[src/rtl/hwag_pkg.sv]
// Shared definitions for the angle-generator ignition blocks: dwell scheduler
// FSM states and default data sizing.
package hwag_pkg;
  typedef enum logic [2:0] {
    ST_IDLE,
    ST_ISSUE,
    ST_WAIT,
    ST_STORE,
    ST_DONE
  } state_t;

  localparam int WIDTH_DFLT   = 24;
  localparam int ANG_MAX_DFLT = 7679;
endpackage

[src/rtl/d_flip_flop.sv]
// Enabled register with asynchronous active-high clear; one per ignition channel
// holds the committed dwell angle.
module d_flip_flop #(
  parameter int W = 24
) (
  input  logic         clk,
  input  logic         rst,
  input  logic         en,
  input  logic [W-1:0] d,
  output logic [W-1:0] q
);
  logic [W-1:0] q_q, q_d;

  always_comb q_d = en ? d : q_q;

  always_ff @(posedge clk or posedge rst) begin
    if (rst) q_q <= '0;
    else     q_q <= q_d;
  end

  assign q = q_q;
endmodule

[src/rtl/ign_dwell_sched.sv]
// Converts per-channel dwell times into crank angles by time-sharing one external
// divider; results land in shadow registers and are committed on the next tooth.
module ign_dwell_sched
  import hwag_pkg::*;
#(
  parameter int N_CH    = 4,
  parameter int WIDTH   = WIDTH_DFLT,
  parameter int ANG_MAX = ANG_MAX_DFLT,
  parameter int TMO     = 63
) (
  input  logic                  clk,
  input  logic                  rst,
  input  logic                  hwag_start,
  input  logic                  main_edge,
  input  logic [21:0]           scnt_load,
  input  logic [N_CH*WIDTH-1:0] dwell_time,
  input  logic [N_CH-1:0]       ch_ena,
  output logic                  div_start,
  output logic [WIDTH-1:0]      div_dividend,
  output logic [WIDTH-1:0]      div_divider,
  input  logic [WIDTH-1:0]      div_result,
  input  logic                  div_rdy,
  output logic [N_CH*WIDTH-1:0] angle_set,
  output logic                  busy,
  output logic                  upd,
  output logic                  err_zero,
  output logic                  err_tmo,
  output logic                  overrun
);
  localparam int IW = (N_CH > 1) ? $clog2(N_CH) : 1;
  localparam int TW = $clog2(TMO + 1);
  localparam logic [WIDTH-1:0] ANG_CLAMP = WIDTH'(ANG_MAX);

  state_t                     state_q, state_d;
  logic [IW-1:0]              idx_q, idx_d;
  logic [TW-1:0]              wcnt_q, wcnt_d;
  logic                       pending_q, pending_d;
  logic [N_CH-1:0][WIDTH-1:0] shadow_q, shadow_d;
  logic                       div_start_q, div_start_d;
  logic [WIDTH-1:0]           div_dividend_q, div_dividend_d;
  logic [WIDTH-1:0]           div_divider_q, div_divider_d;
  logic                       upd_q, upd_d;
  logic                       err_zero_q, err_zero_d;
  logic                       err_tmo_q, err_tmo_d;
  logic                       overrun_q, overrun_d;

  logic [N_CH-1:0][WIDTH-1:0] dwell_v, bank_d, ang_q;
  logic abort, commit, is_last, ch_on, zero_div, rdy_ok, tmo_hit, bank_en;
  logic [WIDTH-1:0] res_clamped;

  assign dwell_v     = dwell_time;
  assign abort       = ~hwag_start;
  assign commit      = main_edge & pending_q & hwag_start;
  assign is_last     = idx_q == IW'(N_CH - 1);
  assign ch_on       = ch_ena[idx_q];
  assign zero_div    = div_divider_q == '0;
  // The first WAIT cycle may still see the previous quotient's level-valid flag.
  assign rdy_ok      = (wcnt_q != '0) & div_rdy;
  assign tmo_hit     = ~rdy_ok & (wcnt_q == TW'(TMO - 1));
  assign res_clamped = (div_result > ANG_CLAMP) ? ANG_CLAMP : div_result;

  always_ff @(posedge clk or posedge rst) begin
    if (rst) begin
      state_q        <= ST_IDLE;
      idx_q          <= '0;
      wcnt_q         <= '0;
      pending_q      <= 1'b0;
      shadow_q       <= '0;
      div_start_q    <= 1'b0;
      div_dividend_q <= '0;
      div_divider_q  <= '0;
      upd_q          <= 1'b0;
      err_zero_q     <= 1'b0;
      err_tmo_q      <= 1'b0;
      overrun_q      <= 1'b0;
    end else begin
      state_q        <= state_d;
      idx_q          <= idx_d;
      wcnt_q         <= wcnt_d;
      pending_q      <= pending_d;
      shadow_q       <= shadow_d;
      div_start_q    <= div_start_d;
      div_dividend_q <= div_dividend_d;
      div_divider_q  <= div_divider_d;
      upd_q          <= upd_d;
      err_zero_q     <= err_zero_d;
      err_tmo_q      <= err_tmo_d;
      overrun_q      <= overrun_d;
    end
  end

  always_comb begin
    state_d = state_q;
    if (abort) state_d = ST_IDLE;
    else begin
      case (state_q)
        ST_IDLE:  if (main_edge) state_d = ST_ISSUE;
        ST_ISSUE: state_d = (ch_on && !zero_div) ? ST_WAIT : ST_STORE;
        ST_WAIT:  if (rdy_ok || tmo_hit) state_d = ST_STORE;
        ST_STORE: state_d = is_last ? ST_DONE : ST_ISSUE;
        ST_DONE:  state_d = ST_IDLE;
        default:  state_d = ST_IDLE;
      endcase
    end
  end

  always_comb begin
    idx_d          = idx_q;
    wcnt_d         = wcnt_q;
    pending_d      = pending_q;
    shadow_d       = shadow_q;
    div_start_d    = 1'b0;
    div_dividend_d = div_dividend_q;
    div_divider_d  = div_divider_q;
    upd_d          = 1'b0;
    err_zero_d     = err_zero_q;
    err_tmo_d      = err_tmo_q;
    overrun_d      = overrun_q;
    if (main_edge && state_q != ST_IDLE) overrun_d = 1'b1;
    if (abort) begin
      pending_d = 1'b0;
      shadow_d  = '0;
      idx_d     = '0;
    end else begin
      if (commit) begin
        upd_d     = 1'b1;
        pending_d = 1'b0;
      end
      case (state_q)
        ST_IDLE: if (main_edge) begin
          div_divider_d = {{(WIDTH-22){1'b0}}, scnt_load};
          idx_d         = '0;
        end
        ST_ISSUE: begin
          if (!ch_on) shadow_d[idx_q] = '0;
          else if (zero_div) begin
            shadow_d[idx_q] = ANG_CLAMP;
            err_zero_d      = 1'b1;
          end else begin
            div_start_d    = 1'b1;
            div_dividend_d = dwell_v[idx_q];
            wcnt_d         = '0;
          end
        end
        ST_WAIT: begin
          if (rdy_ok)       shadow_d[idx_q] = res_clamped;
          else if (tmo_hit) err_tmo_d = 1'b1;
          else              wcnt_d = wcnt_q + TW'(1);
        end
        ST_STORE: if (!is_last) idx_d = idx_q + IW'(1);
        ST_DONE:  pending_d = 1'b1;
        default: ;
      endcase
    end
  end

  // Abort clears the committed bank too; otherwise it loads only on commit.
  always_comb begin
    bank_en = abort | commit;
    bank_d  = abort ? '0 : shadow_q;
  end

  for (genvar i = 0; i < N_CH; i++) begin : g_bank
    d_flip_flop #(.W(WIDTH)) u_ang (
      .clk (clk),
      .rst (rst),
      .en  (bank_en),
      .d   (bank_d[i]),
      .q   (ang_q[i])
    );
  end

  assign angle_set    = ang_q;
  assign busy         = state_q != ST_IDLE;
  assign div_start    = div_start_q;
  assign div_dividend = div_dividend_q;
  assign div_divider  = div_divider_q;
  assign upd          = upd_q;
  assign err_zero     = err_zero_q;
  assign err_tmo      = err_tmo_q;
  assign overrun      = overrun_q;
endmodule

[config.mk]
export PLATFORM = sky130hd
export DESIGN_NAME = ign_dwell_sched
export DESIGN_NICKNAME = d
export VERILOG_FILES = /design/src/rtl/hwag_pkg.sv /design/src/rtl/d_flip_flop.sv /design/src/rtl/ign_dwell_sched.sv
export SDC_FILE = /design/constraint.sdc
export NUM_CORES = 1
export LEC_CHECK = 0
export CAP_MARGIN = 0
export CORE_MARGIN = 4
export CORE_UTILIZATION = 30
export CTS_BUF_LIST = sky130_fd_sc_hd__clkbuf_4
export CTS_CLUSTER_DIAMETER = 150
export CTS_CLUSTER_SIZE = 16
export DETAILED_ROUTE_END_ITERATION = 16
export GPL_ROUTABILITY_DRIVEN = 0
export PLACE_DENSITY = 0.54
export SETUP_SLACK_MARGIN = 0.05
export SYNTH_ARGS = -nofsm -noshare
export SYNTH_HDL_FRONTEND = slang
export SYNTH_SLANG_ARGS = --single-unit
[constraint.sdc]
create_clock -name clk -period 9 [get_ports clk]
set_clock_uncertainty 0.2 [all_clocks]
set_input_delay 0.9 -clock clk [delete_from_list [all_inputs] [get_ports clk]]
set_output_delay 0.9 -clock clk [all_outputs]
set_load 0.005 [all_outputs]
==> metrics.yaml, run 1 <==
status: "finished, final reports clean"
grt_use_met2_pct: 24.7
drc_errors: 0
antenna_found_initial: 7
grt_pass1_wl_um: 47300
ys_seq_elements: 255
die_h_um: 195
routed_via_density: 4.88
globalRouteMet3Util_pct: 4.87
crit_fanout: 39
start_util_pct: 30.4
met1_usage_pct: 21.2
die-area_sq_um: 38000
synth_top_cells_by_count: "255 x dfrtp_1, 130 x a22o_1, 84 x nand2_1"
postCtsHoldBufs: 0
grt_use_total_pct: 15.5
rows: 68
critPathMaxStageDelay_ns: 0.93
cts_resized: 0
grt_pass1_vias: 7811
overflow: 0
max_freq_mhz: 264
ant_nets: 0
setup_viol: 0
crit_arrival_ns: 4.13
hold_violations: 0
final_max_slew_viol_count: 0
wl_per_cell_um: 19.8
synth_cells: 822
fin_crit_ns: 3.79
syn_area_sq_um: 10500
ios: 301
dp_hpwl_um: 21300
dr_total_vias: 7581
period_share_pct: 42.2
cts_tree: "yes"
rsz0062_at_grt: "false"
clock_latency_ns: 0.71
synth.top_cell.area_share_pct: 60.9
post-route-util_pct: 40.7
drt-initial-drc-count: 422
cts_root_buf: "clkbuf_4"
crit_slowest_cell: "a21oi_1"
die_w_um: 195
start_kind: "flip-flop"
setup_tns_ns: 0
hold_class: "reg2reg"
htree_levels: 1
clock_path_buffers: 3
multi_input_area_sq_um: 3800
seq_area_frac_synth_pct: 60.9
worst_slew_pin_slew_ns: 1.15
top_usage_layer: "met2"
yosysWarnings: 0
core_sq_um: 34500
path_class: "reg2reg"
netlist_top_cells_area: "dfrtp_1 61%, a22o_1 11%, mux4_2 5.4%, nand2_1 3.0%, o21ai_0 2.6%"
post-place-ws_ns: 4.55
vdd_drop_max_mv: 0.112
p_leak_nw: 6.11
wl_um: 30700
maxCapViolCount: 0
cp-end-kind: "flip-flop"
dr.pass1.iters: 5
clkSinkCount: 255
layout_setup_ws_ns: 5.21
async_flop_share_pct: 100
register_area_sq_um: 6380
port-buffer-count: 298
crit_chain: "nor4_1 -> nand4_1 -> o21bai_4 -> inv_2 -> a21oi_1 -> o32ai_1"
ys_types: 54
clkTransAtPathRegs_ns: 0.17
crit_required_ns: 9.34
syn_avg_cell_area_sq_um: 12.7
fillers: 3316
power_density_nw_per_um2: 159
yosysMostFrequentCell: "dfrtp_1"
nNetsFinal: 1249
grt_max_degree: 145
synth_edf_count: 0
ys.flop_type: "dfrtp_1"
synth_top_cell_by_area: "dfrtp_1"
cts_inserted_buffers: 19
cts_setup_buffers: 0
drive_above_1_share_pct: 8.42
relSlewSlack_pct: 23.6
area_growth_pct: 33.9
## cell type report
| class | count | share of cell area [%] |
|---|---|---|
| Tap cell | 455 | 4.06 |
| Inverter | 17 | 0.508 |
| Clock buffer | 21 | 1.12 |
| Sequential cell | 255 | 45.5 |
| Clock inverter | 1 | 0.0268 |
| Antenna cell | 5 | 0.0892 |
| Timing Repair Buffer | 303 | 21.6 |
| Multi-Input combinational cell | 495 | 27.1 |
## state kept, by name, indices dropped and copies added, names as in the netlist, 2 cells and up
name,count
wcnt_q,6
div_divider,22
idx_q,2
div_dividend,24
state_q,3
g_bank.u_ang.q,96
shadow_q,96
## cell usage in the layout (no fill, tap or decap), drive strengths merged, types with 5 or more instances in the layout
cell type / netlist / routed
nor2: 29 / 29
nor2b: 14 / 14
a2bb2oi: 9 / 9
mux2: 23 / 23
dfrtp: 255 / 255
nand2: 84 / 84
clkbuf: 38 / 21
buf: 18 / 5
and2: 34 / 34
clkdlybuf4s50: 0 / 298
mux4: 25 / 25
nor3: 7 / 7
a22o: 130 / 130
o21ai: 56 / 56
diode: 0 / 5
o31ai: 5 / 5
nor4: 6 / 6
nand3: 7 / 7
inv: 17 / 18
a21oi: 11 / 11
ha: 7 / 7
nand2b: 5 / 5
## per-stage QoR
step	cell area [sq um]	cells	hold slack [ns]	power (W)
6_report	14000	1552	0.295	0.00223
5_1_grt	14000	1550	0.318	0.00236
4_1_cts	14000	1547	0.284	0.00227
3_5_place_dp	13900	1525	0.261	0.00179
3_3_place_gp	13900	1525	0.248	0.00179
2_1_floorplan	10500	823	0.251	0.00150
## power by group
part	internal, W	switching [W]
sequential	0.00123	0.0000720
combinational	0.000261	0.000193
clock	0.000108	0.000364
total	0.00160	0.000629
## final timing paths
| kind | depth (start not counted) | slack, ns | end | startpoint |
|---|---|---|---|---|
| setup reg to reg | 6 | 5.21 | shadow_q[33] | div_divider[13] |
| hold reg to reg | 2 | 0.30 | div_dividend[18] | div_dividend[18] |
| hold / removal | 2 | 0.30 | div_dividend[18] | div_dividend[18] |
| setup / recovery | 6 | 5.21 | shadow_q[33] | div_divider[13] |
| min in group asynchronous | 2 | 0.55 | shadow_q[17] | rst |
| max in group asynchronous | 3 | 6.77 | shadow_q[64] | rst |
## routing by layer
layer,routed length (um),up-vias
li1,-,3548
met1,13400,3745
met2,14200,247
met3,2500,35
met4,515,6
met5,41,-
## kinds of logic after synthesis
kind of cell	share of synthesized area, %
flops	60.9
compound gates	16.9
simple gates	10.2
buf+inv	3.06
mux	8.04
fa+ha+maj	0.836
other cells	0.0358
## worst max-delay path, delay by kind of cell, from the launching register on
kind / cells / cell delay, ns
compound gates: 3 / 1.78
simple gates: 2 / 0.71
flops: 1 / 0.43
buf+inv: 1 / 0.51
(Power assumes the default switching activity.)
==> inputs of run 2 (changes only) <==
- clock period: 9 -> 3.7 ns (I/O delays scaled with it)
==> run 2 against run 1 <==
Compared with the run above: sequential power increased by 140%; worst hold slack got worse by 0.21 ns; utilization rose by 0.48 points; via count grew 0.13%; final cell count is 0.77% higher; sequential cell count did not move; die area did not move; global-route usage increased by 0.11 points; critical endpoint is now shadow_q[72].
==> metrics.yaml, run 2 (synthesis results as in run 1) <==
cp-end-kind: "flip-flop"  # unchanged
htree_levels: 1  # unchanged
grt_use_total_pct: 15.6  # was 15.5%
dr_total_vias: 7591  # was 7581
cts_setup_buffers: 0  # unchanged
crit_slowest_cell: "a21o_1"  # was a21oi_1
setup_viol: 0  # unchanged
overflow: 0  # unchanged
layout_commonest_cell: "clkdlybuf4s50_1"  # unchanged
area_growth_pct: 35.5  # was 33.9%
ant_nets: 0  # unchanged
maxCapViolCount: 0  # unchanged
wl_per_cell_um: 19.8  # about the same
hold_class: "in2reg"  # was reg2reg
die-area_sq_um: 38000  # unchanged
nNetsFinal: 1265  # was 1249
final_cell_count_no_fill: 1564  # was 1552
max_freq_mhz: 321  # was 264 MHz
cts_root_buf: "clkbuf_4"  # unchanged
drc_errors: 0  # unchanged
core_sq_um: 34500  # unchanged
finalInstanceArea_sq_um: 14200  # was 14000 sq um
cp_top_family: "compound AO/OA/AOI/OAI gates"  # unchanged
vdd_drop_max_mv: 0.291  # was 0.112 mV
placed_cell_area_sq_um: 14000  # was 13900 sq um
period_share_pct: 84.2  # was 42.2%
path_class: "reg2reg"  # unchanged
die_h_um: 195  # unchanged
hold_violations: 0  # unchanged
post-route-util_pct: 41.2  # was 40.7%
dp_hpwl_um: 22100  # was 21300 um
mostFrequentLayoutCells: "298 x clkdlybuf4s50_1, 254 x dfrtp_1, 130 x a22o_1, 84 x nand2_1, 54 x o21ai_0"  # unchanged
rows: 68  # unchanged
port-buffer-count: 298  # unchanged
die_w_um: 195  # unchanged
grt_pass1_vias: 7873  # was 7811
clock_path_buffers: 3  # unchanged
routed_via_density: 4.85  # was 4.88
clock_latency_ns: 0.71  # about the same
final_max_slew_viol_count: 0  # unchanged
cts_inserted_buffers: 19  # unchanged
critPathMaxStageDelay_ns: 0.66  # was 0.93 ns
post-place-ws_ns: 0.404  # was 4.55 ns
antenna_found_initial: 2  # was 7
crit_chain: "nor3b_4 -> buf_4 -> nand3_2 -> o21bai_4 -> inv_2 -> a21o_1 -> a221o_1"  # was nor4_1 -> nand4_1 -> o21bai_4 -> inv_2 -> a21oi_1 -> o32ai_1
power_density_nw_per_um2: 384  # was 159 nW/um^2
cts_resized: 0  # unchanged
status: "finished, final reports clean"  # unchanged
clkSinkCount: 255  # unchanged
drive_above_1_share_pct: 9.30  # was 8.42%
dr.pass1.iters: 4  # was 5
layout_setup_ws_ns: 0.586  # was 5.21 ns
p_leak_nw: 6.19  # was 6.11 nW
ios: 301  # unchanged
crit_fanout: 39  # unchanged
crit_required_ns: 4.13  # was 9.34 ns
clkTransAtPathRegs_ns: 0.20  # was 0.17 ns
dp.cells: 1537  # was 1525
wl_um: 31000  # was 30700 um
start_util_pct: 30.4  # unchanged
grt_pass1_wl_um: 47600  # was 47300 um
critPathBufInv: 2  # was 1
worst_slew_pin_slew_ns: 0.851  # was 1.15 ns
grt_max_degree: 69  # was 145
fin_crit_ns: 3.11  # was 3.79 ns
postCtsHoldBufs: 4  # was 0
crit_arrival_ns: 3.54  # was 4.13 ns
cts_tree: "yes"  # unchanged
rsz0062_at_grt: "false"  # unchanged
fin_hold_ws_ns: 0.0897  # was 0.295 ns
relSlewSlack_pct: 43.2  # was 23.6%
start_kind: "flip-flop"  # unchanged
drt-initial-drc-count: 373  # was 422
-- run 2: cell count changes in the layout (fill, tap and decap cells not counted) --
| cell | change |
|---|---|
| nor2_2 | -1 |
| dlygate4sd3_1 | +4 |
| nor2_1 | +1 |
| inv_8 | -1 |
| clkinvlp_4 | +1 |
| buf_4 | +8 |
| diode_2 | -4 |
| buf_12 | +4 |
-- run 2: path summary, 6_finish.rpt --
check | startpoint | end | slack [ns] | cells after the start
worst min-delay path | scnt_load[1] | div_divider[1] | 0.09 | 2
min in group asynchronous | rst | g_bank[0].u_ang.q[17] | 0.49 | 3
max in group asynchronous | rst | shadow_q[40] | 1.97 | 4
worst max register to register | state_q[1] | shadow_q[72] | 0.59 | 7
worst max-delay path | state_q[1] | shadow_q[72] | 0.59 | 7
worst min register to register | overrun | overrun | 0.29 | 1
-- run 2: worst register-to-register path, delay by kind of cell (launching register included) --
| kind | cells | cell delay (ns) |
|---|---|---|
| AO/OA/AOI/OAI | 3 | 1.13 |
| flip-flops | 1 | 0.54 |
| buffers and inverters | 2 | 0.84 |
| AND/OR/NAND/NOR | 2 | 0.32 |
-- run 2: layout make-up --
class,count,area (sq um)
repair buffers,319,3210
diodes,1,2.50
clock buffers,21,158
multi-input cells,495,3790
flip-flops and latches,255,6380
fillers,3280,20300
clock inverters,1,3.75
inverters,17,67.6
well taps,455,569
-- run 2: metrics by stage --
stage,setup TNS (ns),power [W]
2_1_floorplan,-58.05,0.00366
3_3_place_gp,0,0.00437
3_5_place_dp,0,0.00438
4_1_cts,0,0.00555
5_1_grt,0,0.00576
6_report,0,0.00545
-- run 2: power breakdown --
group / internal [W] / switching, W / leakage (nW) / total [W]
Sequential: 0.00300 / 0.000167 / 3.45 / 0.00317
Clock: 0.000264 / 0.000875 / 0.101 / 0.00114
Combinational: 0.000651 / 0.000489 / 2.64 / 0.00114
-- run 2: per-layer routing --
| layer | wire [um] | up-vias | track usage (%) |
|---|---|---|---|
| met1 | 13900 | 3733 | 21.6 |
| li1 | - | 3563 | - |
| met2 | 14300 | 263 | 25.0 |
| met3 | 2240 | 30 | 4.13 |
| met5 | 13 | - | 0 |
| met4 | 583 | 2 | 3.08 |
